<file path="src/rtl/dp_wr_ctrl.sv">
// FX3 slave-FIFO write engine for one data port: drains a first-word-fall-through
// FIFO onto DQ in bursts per arbiter grant and commits short packets with PKTENDn.
module dp_wr_ctrl #(
   parameter int DATA_W     = 32,
   parameter int BURST_LEN  = 256,
   parameter int PKT_WORDS  = 256,
   parameter int ADDR_SETUP = 2,
   parameter int WAIT_TMO   = 1024
) (
   input  logic              clk_i,
   input  logic              rstn_i,
   input  logic              strt_i,
   output logic              done_o,
   input  logic              flagFull_ni,
   input  logic              flagWm_ni,
   input  logic [DATA_W-1:0] fifo_dout_i,
   input  logic              fifo_empty_i,
   output logic              fifo_rd_o,
   output logic [DATA_W-1:0] dq_o,
   output logic              SLWRn_o,
   output logic              PKTENDn_o
);

   localparam int BW = $clog2(BURST_LEN + 1);
   localparam int PW = (PKT_WORDS > 1) ? $clog2(PKT_WORDS) : 1;
   localparam int SW = (ADDR_SETUP > 1) ? $clog2(ADDR_SETUP) : 1;
   localparam int TW = (WAIT_TMO > 1) ? $clog2(WAIT_TMO) : 1;

   localparam logic [BW-1:0] BURST_MAX = BW'(BURST_LEN);
   localparam logic [PW-1:0] PKT_LAST  = PW'(PKT_WORDS - 1);
   localparam logic [SW-1:0] SET_LAST  = SW'(ADDR_SETUP - 1);
   localparam logic [TW-1:0] TMO_LAST  = TW'(WAIT_TMO - 1);

   typedef enum logic [2:0] {
      IDLE   = 3'd0,
      SETUP  = 3'd1,
      CHK    = 3'd2,
      WR     = 3'd3,
      PKTEND = 3'd4,
      FIN    = 3'd5
   } state_t;

   state_t          state;
   state_t          next_state;
   logic            wr_en;
   logic            burst_done;
   logic [BW-1:0]   burst_cnt;
   logic [BW-1:0]   burst_inc;
   logic [PW-1:0]   pkt_cnt;
   logic [SW-1:0]   set_cnt;
   logic [TW-1:0]   tmo_cnt;

   assign burst_inc = burst_cnt + BW'(1);
   assign fifo_rd_o = wr_en;

   always_ff @(posedge clk_i or negedge rstn_i) begin
      if (!rstn_i) begin
         state <= IDLE;
      end else begin
         state <= next_state;
      end
   end

   always_comb begin
      next_state = state;
      wr_en      = 1'b0;
      burst_done = 1'b0;
      case (state)
         IDLE: begin
            if (strt_i) next_state = SETUP;
         end
         SETUP: begin
            if (set_cnt == SET_LAST) next_state = CHK;
         end
         CHK: begin
            if (flagFull_ni && flagWm_ni && !fifo_empty_i) begin
               next_state = WR;
            end else if (tmo_cnt == TMO_LAST) begin
               next_state = (pkt_cnt != '0) ? PKTEND : FIN;
            end
         end
         WR: begin
            wr_en      = !fifo_empty_i && flagWm_ni && (burst_cnt < BURST_MAX);
            // The write happening this cycle counts toward the burst limit
            burst_done = wr_en ? (burst_inc == BURST_MAX) : (burst_cnt == BURST_MAX);
            if (burst_done) begin
               next_state = FIN;
            end else if (!flagWm_ni) begin
               next_state = FIN;
            end else if (fifo_empty_i) begin
               next_state = CHK;
            end
         end
         PKTEND: begin
            next_state = FIN;
         end
         FIN: begin
            next_state = IDLE;
         end
         default: begin
            next_state = IDLE;
         end
      endcase
   end

   always_ff @(posedge clk_i or negedge rstn_i) begin
      if (!rstn_i) begin
         set_cnt   <= '0;
         tmo_cnt   <= '0;
         burst_cnt <= '0;
         pkt_cnt   <= '0;
      end else begin
         set_cnt <= (state == SETUP) ? set_cnt + SW'(1) : '0;
         // Zero everywhere except while lingering in CHK, so every entry starts fresh
         tmo_cnt <= (state == CHK && next_state == CHK) ? tmo_cnt + TW'(1) : '0;
         if (state == IDLE && strt_i) begin
            burst_cnt <= '0;
         end else if (wr_en) begin
            burst_cnt <= burst_inc;
         end
         // Buffer fill survives across grants; only a commit or reset empties it
         if (state == PKTEND) begin
            pkt_cnt <= '0;
         end else if (wr_en) begin
            pkt_cnt <= (pkt_cnt == PKT_LAST) ? '0 : pkt_cnt + PW'(1);
         end
      end
   end

   always_ff @(posedge clk_i or negedge rstn_i) begin
      if (!rstn_i) begin
         done_o    <= 1'b0;
         SLWRn_o   <= 1'b1;
         PKTENDn_o <= 1'b1;
         dq_o      <= '0;
      end else begin
         done_o    <= (state == FIN);
         SLWRn_o   <= !wr_en;
         PKTENDn_o <= (state != PKTEND);
         if (wr_en) begin
            dq_o <= fifo_dout_i;
         end
      end
   end

endmodule

</file>
<file path="config.mk">
export PLATFORM = sky130hd
export DESIGN_NAME = dp_wr_ctrl
export DESIGN_NICKNAME = d
export VERILOG_FILES = /design/src/rtl/dp_wr_ctrl.sv
export SDC_FILE = /design/constraint.sdc
export NUM_CORES = 1
export LEC_CHECK = 0
export BUFFER_PORTS_ARGS = -buffer_cell sky130_fd_sc_hd__buf_2
export CORE_MARGIN = 10
export CORE_UTILIZATION = 55
export CTS_CLUSTER_SIZE = 12
export DETAILED_ROUTE_END_ITERATION = 6
export MAX_ROUTING_LAYER = met4
export PLACE_DENSITY = 0.83
export SYNTH_ARGS = -nofsm -noshare
export SYNTH_HDL_FRONTEND = slang
export SYNTH_SLANG_ARGS = --single-unit
export TNS_END_PERCENT = 5
</file>
<file path="constraint.sdc">
create_clock -name clk_i -period 3.1 [get_ports clk_i]
set_input_delay 0.62 -clock clk_i [delete_from_list [all_inputs] [get_ports clk_i]]
set_output_delay 0.62 -clock clk_i [all_outputs]
set_load 0.005 [all_outputs]
</file>
### Yosys cells after proc, flatten, opt, wreduce, memory -nomap -nowiden

Cells that the tools add are included.

| storage, ports and cells | value |
|---|---|
| register bits | 66 |
| input port bits | 38 |
| output and inout port bits | 36 |
| logic and storage cells | 55 |

| operators by class | value |
|---|---|
| add/sub/neg operators | 4 |
| order comparisons | 1 |
| eq/ne operators | 11 |
| muxes and demuxes | 18 |
| reductions and logical operators | 12 |

Operator list:

| kind | number |
|---|---|
| two-way mux 8 bit | 3 |
| two-way mux 3 bit | 7 |
| equality test 9 bit, second input constant | 2 |
| two-way mux 9 bit | 2 |
| one-hot mux 3 bit (5 select lines) | 1 |
| adder 10 x 1 -> 10 bit, second input constant | 1 |
| equality test 10 bit, second input constant | 1 |
| two-way mux 10 bit | 1 |
| adder 9 x 1 -> 9 bit, second input constant | 1 |
| equality test 3 x 2 -> 1 bit, second input constant | 3 |
| less-than comparator 9 bit, second input constant | 1 |
| adder 8 x 1 -> 8 bit, second input constant | 1 |
| equality test 8 bit, second input constant | 1 |
| nonzero test 8 bit | 1 |
| equality test 3 bit, second input constant | 2 |
| logical AND 1 bit | 6 |
| two-way mux 1 bit | 4 |
| nonzero test 2 bit | 2 |
| equality test 3 x 1 -> 1 bit, second input constant | 1 |
| logical NOT 3 bit | 1 |
| != test 3 bit, second input constant | 1 |
| logical NOT 1 bit | 2 |
| adder 1 bit, second input constant | 1 |

### Longest topological paths before layout

Gate-level depths: netlist of run 1.

| depth | value |
|---|---|
| word-level depth | 9 |
| mapped depth | 8 |
| gate-level depth less buffers | 6 |

### Least setup slack after synthesis of run 1

Ideal clock, no wire load.

| timing | value |
|---|---|
| path type | input-to-output |
| start point | input port flagWm_ni |
| end point | output port fifo_rd_o |
| arrival time | 1.325 ns |
| data required time | 2.480 ns |
| setup slack | 1.155 ns |
| stages on the path | 4 |
| buffers on the path | 1 |
| path through | nor3b_4 -> nand2_4 -> clkinv_1 -> clkbuf_1 |

| on the way | value |
|---|---|
| word-level cells in the longest chain between the ends | 3 |

RTL lines:

| element | RTL line | source |
|---|---|---|
| start, declared | 15 | `input logic flagWm_ni,` |
| logical AND 1 bit (2 in series) | 83 | `wr_en = !fifo_empty_i && flagWm_ni && (burst_cnt < BURST_MAX);` |
| two-way mux 1 bit | 68 | `case (state)` |
| end, declared | 18 | `output logic fifo_rd_o,` |

No other way between the ends.

### Worst setup path after layout of run 1

| timing | value |
|---|---|
| start point | register state[0] |
| end point | output port fifo_rd_o |

| on the way | value |
|---|---|
| word-level cells in the longest chain between the ends | 2 |

RTL lines:

| element | RTL line | source |
|---|---|---|
| start, declared | 43 | `state_t state;` |
| start signal, assigned | 60 | `state <= next_state;` |
| equality test 3 x 2 -> 1 bit | n/a |  |
| two-way mux 1 bit | 68 |  |

No other way between the ends.

==> qor.yml, run 1 <==
synthesis:
  syn_area_mm2: 0.00302
  async_reset_ff_share_pct: 100
  synth_edf_count: 0
  synth_seq_cells: 66
  synthTopCellsByArea: "dfrtp_1 53%, nand2_1 14%, xor2_1 2.9%"
  synth_seq_area_share_pct: 54.7
  syn-num-nets: 367
  ys_types: 48
  yosysWarningCount: 0
  syn_avg_cell_area_um2: 9.33
  synth_top_area_share_pct: 53.0
  synth_ff_type: "dfrtp_1"
  netlist_instances: 324
  synth.largest_area_cell: "dfrtp_1"
cts:
  clk_pin_slew_ps: 70
  clockBufferDepth: 2
  cts-hold-fix-buffers: 0
  cts_root_buffer: "clkbuf_8"
  cts_sinks: 66
  cts_buffers: 9
  postCtsResizedCells: 0
  cts_tree: "done"
  post_cts_buffers: 0
  clkLatencyLatePin_ps: 350
  cts_max_level: 3
worst_setup_path:
  end_kind: "output port"
  crit_path_end: "fifo_rd_o"
  crit_start: "state[0]$_DFF_PN0_"
  worstReg2RegStart: "state[0]$_DFF_PN0_"
  critPathBufInv: 2
  reg2regPathDepth: 6
  reg2reg_setup_slack_ps: 820
  timing.rr.end: "burst_cnt[6]$_DFFE_PN0P_"
  path_depth: 4
  critPathLaunchType: "flip-flop"
  cp.required_ps: 2480
  max_stage_delay_ps: 500
  cp_top_family: "simple AND/OR/NAND/NOR gates"
  path_max_fanout: 48
  worstPathCellList: "and3b_1 -> nand2_4 -> clkinv_1 -> buf_2"
  worstSetupPathType: "flip-flop to output port"
  cpMaxStageDelayCell: "dfrtp_1"
  cp_data_arrival_time_ps: 1880
timing:
  report.final.slew_viol_count: 0
  min_period_over_period_pct: 80.7
  final_hold_viol_count: 0
  rsz0062_at_grt: "false"
  layout_min_cycle_time_ps: 2500
  worst_clock_skew_ps: 8.38
  slew_headroom_pct: 50.7
  fin_setup_tns_ps: 0
  setup_violations: 0
  clock.fmax_mhz: 400
  tightest_slew_ps: 740
drt:
  viasPerCell: 5.26
  vias: 2484
  wl_met1_mm: 2.92
  wirelength_mm: 6.93
  top_layer: "met4"
  wl_met2_mm: 3.53
  wl_met3_um: 436
  drc_errors: 0
  drtPass1Iterations: 4
  drt_iter0_drc: 243
  postRouteAntennaNets: 0
  wl_per_cell_um: 14.7
grt:
  grt_pass1_wl_mm: 12.0
  overflow: 0
  antenna_found_initial: 0
  grt_max_degree: 49
  grt_pass1_vias: 2552
  grtUsageTotal_pct: 17.3
power_and_ir_drop:
  power_leakage_nw: 1.87
  clkPwrFrac_pct: 22.4
  combPwrFrac_pct: 29.3
  vdd_ir_drop_max_uv: 422
  power_frac_seq_pct: 48.3
  p_sw_mw: 0.979
  power_density_mw_per_mm2: 772
  p_int_mw: 1.80
  swShare_pct: 35.2
  power_mw: 2.78
floorplanning:
  start_util_pct: 58.1
  rows: 26
  dieArea_mm2: 0.00886
  io_pins: 74
  coreArea_mm2: 0.00520
  die_width_um: 94.1
  die_h_um: 94.1
status:
  outcome: "finished clean"
cells_and_area:
  final_cell_mix: "109 x nand2_1, 73 x buf_2, 64 x dfrtp_1"
  finalCoreUtilization_pct: 69.2
  fin_nets: 440
  multi_input_comb_area_mm2: 0.00126
  layout-drive-gt1-share_pct: 25.4
  final_common_cell: "nand2_1"
  register_area_mm2: 0.00165
  areaGrowthSynthToFinish_pct: 19.1
  fill_cells: 417
  n_antenna_cell: 0
placement:
  portBuffers: 73
  dpl.hpwl_mm: 4.98
  place_congestion: 0.820
flow_run:
  cap_violations: 0
min_path:
  min_path_type: "primary input to asynchronous set/reset pin"
-- per-layer routing --
metal | up-vias | GRT usage (%)
met4 | 0 | 6.46
met5 | - | -
met1 | 1175 | 20.1
met3 | 4 | 6.08
li1 | 1223 | -
met2 | 82 | 27.1
-- power by group through the flow --
stage	clock [mW]	combinational (mW)	sequential (mW)
global placement	0	0.799	1.34
CTS	0.640	0.835	1.34
floorplan	0	0.483	1.33
detailed placement	0	0.831	1.35
global route	0.681	0.944	1.38
finish	0.624	0.813	1.34
-- flip-flops by register name (all words and copies together) (netlist names) --
name and count:
dq_o 32, state 3, burst_cnt 9, done_o 1
SLWRn_o 1, pkt_cnt 8, set_cnt 1, PKTENDn_o 1
tmo_cnt 10
-- cell families after synthesis --
kind of cell               after synthesis  share of synthesized area (%)
AOI/OAI and AO/OA                       28                           6.00
xor gates and xnor gates                12                           3.48
adders and majority gates                5                           2.07
buffers and inverters                   22                           3.48
DFF                                     66                           54.7
muxes                                    3                           1.08
and+or+nand+nor                        188                           29.2
-- synthesized netlist by cell type, types with 2 or more instances --
library cell and instances:
a21o_1 2, a21oi_1 7, and3_1 2, and3b_1 2, and4_1 3, buf_2 6
buf_4 2, clkbuf_1 4, dfrtp_1 64, dfstp_2 2, ha_1 5, inv_1 8
mux2_2 2, nand2_1 109, nand3_1 17, nand3b_1 3, nand4_1 8, nor2_1 21
nor2b_1 3, nor3_1 2, nor4_1 2, nor4b_1 3, o211ai_1 2, o21ai_0 7
o31ai_1 2, or3_1 2, or4_1 2, or4b_2 2, xnor2_1 2, xor2_1 10
-- cell type report --
class	instances	area share (%)
Inverter	9	0.938
Multi-Input combinational cell	236	35.1
Clock buffer	9	3.44
Timing Repair Buffer	75	10.9
Tap cell	70	2.43
Sequential cell	66	45.9
Clock inverter	7	1.25
-- worst min path at each step --
stage                         start                  endpoint  slack, ps  depth (start not counted)
2_1_floorplan                rstn_i  burst_cnt[0]$_DFFE_PN0P_        320                          0
3_3_place_gp   dq_o[31]$_DFFE_PN0P_      dq_o[31]$_DFFE_PN0P_        450                          2
3_5_place_dp    dq_o[9]$_DFFE_PN0P_       dq_o[9]$_DFFE_PN0P_        460                          2
4_1_cts                      rstn_i      dq_o[17]$_DFFE_PN0P_        360                          1
5_1_grt                      rstn_i          done_o$_DFF_PN0_        380                          1
6_report                     rstn_i          done_o$_DFF_PN0_        330                          1
-- metrics by stage --
stage	std cells	setup WS [ps]	hold WS [ps]	area [µm²]
5_1_grt	472	375	384	3600
6_report	472	598	331	3600
4_1_cts	472	593	355	3600
3_5_place_dp	456	677	457	3430
2_1_floorplan	324	1160	324	3020
3_3_place_gp	456	729	453	3430
(Power assumes the default switching activity.)
==> inputs of run 2 (changes only) <==
ABC_AREA = 1   (was default)
CORE_UTILIZATION = 53   (was 55)
PLACE_DENSITY = 0.8   (was 0.83)
clock period = 2.49 ns   (was 3.1 ns; I/O delays follow)
==> run 2 against run 1 <==
  * Cell area rose by 1.8%
  * Critical path depth did not move
  * Sequential power rose by 17%
  * Die area rose by 2.8%
  * Area after synthesis fell by 0.21%
  * Sequential share of layout area fell by 0.80 points
  * Highest routed layer unchanged
==> qor.yml, run 2 <==
cts:
  postCtsResizedCells: 0  # unchanged
  clockBufferDepth: 2  # unchanged
  post_cts_buffers: 0  # unchanged
  cts_tree: "done"
  cts_root_buffer: "clkbuf_8"
  cts_max_level: 3  # unchanged
  cts_buffers: 9  # unchanged
  cts_sinks: 66  # unchanged
  clk_pin_slew_ps: 70  # about the same
  cts-hold-fix-buffers: 0  # unchanged
  clkLatencyLatePin_ps: 340  # about the same
worst_setup_path:
  critPathLaunchType: "flip-flop"
  end_kind: "output port"
  cp_data_arrival_time_ps: 1560  # -320 ps
  critPathBufInv: 2  # unchanged
  cp.required_ps: 1990  # -490 ps
  max_stage_delay_ps: 480  # -20 ps
  cp_top_family: "flip-flops"
  cpMaxStageDelayCell: "dfrtp_1"
  worstReg2RegStart: "state[2]$_DFF_PN0_"
  path_max_fanout: 8  # -83%
  worstSetupPathType: "flip-flop to output port"
  worstPathCellList: "nor3_4 -> inv_2 -> nor2_4 -> buf_2"
  crit_start: "state[2]$_DFF_PN0_"
timing:
  setup_violations: 0  # unchanged
  slew_headroom_pct: 58.8  # +8.1 points
  fin_setup_tns_ps: 0  # unchanged
  whs_ps: 146  # -185 ps
  tightest_slew_ps: 617  # -123 ps
  rsz0062_at_grt: "false"
  clock.fmax_mhz: 486
  min_period_over_period_pct: 82.7
  worst_clock_skew_ps: 7.82  # -0.565 ps
  report.final.slew_viol_count: 0  # unchanged
  layout_min_cycle_time_ps: 2060
  final_hold_viol_count: 0  # unchanged
cells_and_area:
  final_cell_mix: "141 x nand2_1, 73 x buf_2, 64 x dfrtp_1"
  n_antenna_cell: 0  # unchanged
  finalCoreUtilization_pct: 66.6  # -2.6 points
  fill_cells: 458  # +9.8%
  fin_nets: 480  # +9.1%
  max_flop_register: "dq_o"
  final_common_cell: "nand2_1"
  layout-drive-gt1-share_pct: 23.1  # -2.3 points
  largest_reg_flops: 32  # unchanged
  largest_registers: "dq_o (32), tmo_cnt (10), burst_cnt (9)"
  areaGrowthSynthToFinish_pct: 21.5
  final_cells: 514  # +8.9%
synthesis:
  synth_most_common_cell: "nand2_1"
  syn_avg_cell_area_um2: 8.38  # -10%
  synthTopCellsByArea: "dfrtp_1 53%, nand2_1 18%, inv_1 4.0%"
  netlist_instances: 360  # +11%
  async_reset_ff_share_pct: 100  # unchanged
  synth_edf_count: 0  # unchanged
  syn_area_mm2: 0.00302  # -0.21%
  synth_common_cells: "141 x nand2_1, 64 x dfrtp_1, 32 x inv_1"
  synth_top_area_share_pct: 53.1  # +0.11 points
  synth_seq_cells: 66  # unchanged
  yosysWarningCount: 0  # unchanged
  syn-num-nets: 403  # +9.8%
  ys_types: 25  # -48%
  synth_ff_type: "dfrtp_1"
  synth_seq_area_share_pct: 54.8  # +0.11 points
  synth.largest_area_cell: "dfrtp_1"
floorplanning:
  die_width_um: 95.4  # +1.4%
  coreArea_mm2: 0.00551  # +5.8%
  dieArea_mm2: 0.00911  # +2.8%
  io_pins: 74  # unchanged
  start_util_pct: 54.8  # -3.3 points
  rows: 27  # +3.8%
  die_h_um: 95.4  # +1.4%
grt:
  grt_pass1_vias: 2783  # +9.1%
  grt_pass1_wl_mm: 12.2  # +2.3%
  grtUsageTotal_pct: 17.4  # +0.076 points
  antenna_found_initial: 0  # unchanged
  grt_max_degree: 44  # -10%
  overflow: 0  # unchanged
drt:
  wirelength_mm: 6.90  # -0.50%
  viasPerCell: 5.00  # -5.0%
  drc_errors: 0  # unchanged
  wl_per_cell_um: 13.4  # -8.6%
  drtPass1Iterations: 4  # unchanged
  drt_iter0_drc: 150  # -38%
  postRouteAntennaNets: 0  # unchanged
  vias: 2571  # +3.5%
placement:
  place_congestion: 0.846  # +3.1%
  portBuffers: 73  # unchanged
  dpl.hpwl_mm: 5.17  # +3.9%
  place_inst: 498  # +9.2%
power_and_ir_drop:
  vdd_ir_drop_max_uv: 593  # +40%
  power_density_mw_per_mm2: 947  # +23%
  power_leakage_nw: 1.97  # +5.1%
flow_run:
  cap_violations: 0  # unchanged
status:
  outcome: "finished clean"
min_path:
  min_path_type: "primary input to asynchronous set/reset pin"
==> run 2: changes by cell type after synthesis, sizes merged, moves of 3 or more <==
| cell | change |
|---|---|
| and4 | -3 |
| clkbuf | -3 |
| inv | +28 |
| nand2 | +31 |
| nand3b | -3 |
| nor2 | +8 |
| nor2b | -3 |
| nor3 | +6 |
| nor4b | -3 |
| o21ai | +9 |
| o22ai | +5 |
| xor2 | -4 |
==> run 2: cells by family after synthesis <==
logic type	after synthesis	share of synthesized area [%]
AND/OR/NAND/NOR	205	28.6
buffers and inverters	46	6.80
flip-flops	66	54.8
AO/OA/AOI/OAI	30	5.35
XOR/XNOR	8	2.32
adder cells (fa/ha/maj)	5	2.07
==> run 2: through the flow <==
stage	power [mW]	setup WS (ps)	instance area, µm²
after global placement	2.45	664	3440
after detailed placement	2.49	649	3440
after CTS	3.51	422	3660
after floorplan	2.06	868	3020
final	3.47	432	3660
after global routing	3.74	315	3660
==> run 2: final timing paths <==
check                                      endpoint  slack, ps  depth (start not counted)
setup reg to reg           burst_cnt[7]$_DFFE_PN0P_        680                          7
setup / recovery                          fifo_rd_o        430                          4
hold reg to reg                dq_o[29]$_DFFE_PN0P_        470                          2
hold / removal                    set_cnt$_DFF_PN0_        150                          1
min in group clk_i             dq_o[31]$_DFFE_PN0P_        350                          3
max in group asynchronous         SLWRn_o$_DFF_PN1_       1660                          2
==> run 2: area by class of cell <==
cell class | count | area, µm² | area share (%)
clock buffers | 10 | 138 | 3.76
clock inverters | 6 | 90.1 | 2.46
inverters | 36 | 135 | 3.69
multi-input cells | 248 | 1160 | 31.6
flip-flops and latches | 66 | 1650 | 45.1
well taps | 72 | 90.1 | 2.46
repair buffers | 76 | 400 | 10.9
==> run 2: per-layer routing <==
| layer | share of wire, % | vias up | track usage [%] |
|---|---|---|---|
| met5 | 0 | - | - |
| met4 | 1.2 | 0 | 6.88 |
| met3 | 9.1 | 7 | 8.01 |
| met2 | 44 | 98 | 25.2 |
| met1 | 46 | 1183 | 20.7 |
| li1 | - | 1283 | - |
==> run 2: power by group <==
group / internal [mW] / total (mW) / switching [mW]
clock: 0.592 / 1.01 / 0.417
combinational: 0.370 / 0.895 / 0.525
sequential: 1.37 / 1.57 / 0.201
==> inputs of run 3 (changes only) <==
clock period = 2 ns   (was 2.49 ns; I/O delays follow)
==> run 3 against run 2 <==
  * Clock skew about the same
  * Via count rose by 2.6%
  * Sequential power grew 25%
  * Non-clock buffer count up 5
  * Critical endpoint unchanged
  * Cell count increased by 0.78%
  * Critical path type unchanged
==> qor.yml, run 3 (same netlist as run 2, synthesis figures left out) <==
status:
  outcome: "finished clean"
drt:
  drt_iter0_drc: 138  # -8.0%
  wl_per_cell_um: 13.6  # +1.6%
  drc_errors: 0  # unchanged
  viasPerCell: 5.09  # +1.8%
  wirelength_mm: 7.06  # +2.3%
  drtPass1Iterations: 4  # unchanged
  postRouteAntennaNets: 0  # unchanged
  vias: 2637  # +2.6%
grt:
  antenna_found_initial: 0  # unchanged
  grt_pass1_vias: 2715  # -2.4%
  grt_pass1_wl_mm: 12.0  # -2.2%
  grtUsageTotal_pct: 17.0  # -0.42 points
  overflow: 0  # unchanged
  grt_max_degree: 40  # -9.1%
placement:
  place_congestion: 0.929  # +9.8%
  placed_cell_area_mm2: 0.00346  # +0.66%
  portBuffers: 73  # unchanged
  dpl.hpwl_mm: 5.30  # +2.5%
cts:
  clockBufferDepth: 2  # unchanged
  clkLatencyLatePin_ps: 330  # about the same
  cts_max_level: 3  # unchanged
  cts_tree: "done"
  cts_sinks: 66  # unchanged
  cts-hold-fix-buffers: 0  # unchanged
  clk_pin_slew_ps: 70  # about the same
  cts_root_buffer: "clkbuf_8"
  cts_buffers: 9  # unchanged
floorplanning:
  start_util_pct: 54.8  # unchanged
  io_pins: 74  # unchanged
  die_width_um: 95.4  # unchanged
  rows: 27  # unchanged
  dieArea_mm2: 0.00911  # unchanged
  coreArea_mm2: 0.00551  # unchanged
  die_h_um: 95.4  # unchanged
worst_setup_path:
  worstSetupPathType: "flip-flop to output port"
  cpMaxStageDelayCell: "dfrtp_1"
  max_stage_delay_ps: 490  # about the same
  cp.required_ps: 1600  # -390 ps
  critPathBufInv: 2  # unchanged
  path_max_fanout: 8  # unchanged
  cp_top_family: "flip-flops"
  worstPathCellList: "nor3_4 -> inv_2 -> nor2_4 -> buf_2"
  cp_data_arrival_time_ps: 1490  # -70 ps
  worstReg2RegStart: "state[2]$_DFF_PN0_"
  end_kind: "output port"
  critPathLaunchType: "flip-flop"
  crit_start: "state[2]$_DFF_PN0_"
cells_and_area:
  fill_cells: 457  # -0.22%
  fin_area_mm2: 0.00363  # -1.0%
  n_antenna_cell: 0  # unchanged
  final_common_cell: "nand2_1"
  final_cell_mix: "141 x nand2_1, 73 x buf_2, 64 x dfrtp_1"
  largest_registers: "dq_o (32), tmo_cnt (10), burst_cnt (9)"
  fin_nets: 485  # +1.0%
  max_flop_register: "dq_o"
  layout-drive-gt1-share_pct: 23.1  # about the same
  areaGrowthSynthToFinish_pct: 20.2
  multi_input_comb_area_mm2: 0.00116  # unchanged
  largest_reg_flops: 32  # unchanged
  register_area_mm2: 0.00165  # unchanged
power_and_ir_drop:
  power_density_mw_per_mm2: 1100  # +16%
  power_leakage_nw: 1.96  # -0.60%
  vdd_ir_drop_max_uv: 656  # +11%
flow_run:
  cap_violations: 0  # unchanged
timing:
  report.final.slew_viol_count: 0  # unchanged
  final_hold_viol_count: 0  # unchanged
  tightest_slew_ps: 644  # +27.6 ps
  layout_min_cycle_time_ps: 1890
  slew_headroom_pct: 57.0  # -1.8 points
  worst_clock_skew_ps: 8.01  # +0.196 ps
  min_period_over_period_pct: 94.3
  clock.fmax_mhz: 530
  setup_violations: 0  # unchanged
  whs_ps: 21.7  # -124 ps
min_path:
  min_path_type: "primary input to asynchronous set/reset pin"
run 3: changes by cell type in the layout (fill, tap and decap cells not counted):
cell,before,now
clkinv_2,1,2
clkbuf_8,10,9
clkinv_4,2,0
clkbuf_1,0,3
buf_4,2,7
bufinv_16,2,0
run 3: path summary, 6_finish.rpt:
check / endpoint / slack [ps] / cells after the start
setup / recovery: fifo_rd_o / 110 / 4
hold / removal: burst_cnt[8]$_DFFE_PN0P_ / 20 / 1
setup reg to reg: burst_cnt[2]$_DFFE_PN0P_ / 200 / 7
hold reg to reg: dq_o[8]$_DFFE_PN0P_ / 470 / 2
max in group asynchronous: SLWRn_o$_DFF_PN1_ / 1350 / 2
min in group clk_i: dq_o[31]$_DFFE_PN0P_ / 260 / 3
run 3: what timing repair did:
| item | in CTS | in global routing |
|---|---|---|
| buffers inserted | 0 | 2 |
| gates resized for setup | 0 | 0 |
| endpoints found under the setup margin | 0 | 1 |
run 3: cell type report:
type                       count  share of cell area, %
clock buffer                  12                   3.73
clock inverter                 3                  0.483
inverter                      36                   3.73
multi-input combinational    248                   31.9
sequential                    66                   45.6
tap                           72                   2.48
timing repair buffer          81                   12.1
run 3: report_power, final:
part           leakage (nW)  internal [mW]  total, mW  switching (mW)
Sequential            0.862           1.70       1.96           0.256
Combinational          1.02          0.471       1.13           0.659
Clock                0.0762          0.440      0.904           0.464
Total                  1.96           2.61       3.99            1.38
run 3: layer usage:
metal  up-vias  GRT usage, %  wire, µm
li1       1287             -         -
met1      1228          20.6      3210
met2       114          25.1      3050
met3         8          6.60       717
met4         0          6.63        78
met5         -             -         0
run 3: stage by stage:
step	instances	util (%)	setup TNS [ps]	total power, mW	setup WS, ps
after floorplan	360	-	0	2.57	476
final	518	65.9	0	3.99	115
after CTS	516	65.6	0	4.03	56.4
after global placement	501	62.8	0	3.06	309
after global routing	518	65.9	-0.937	4.31	-0.937
after detailed placement	501	62.8	0	3.11	221
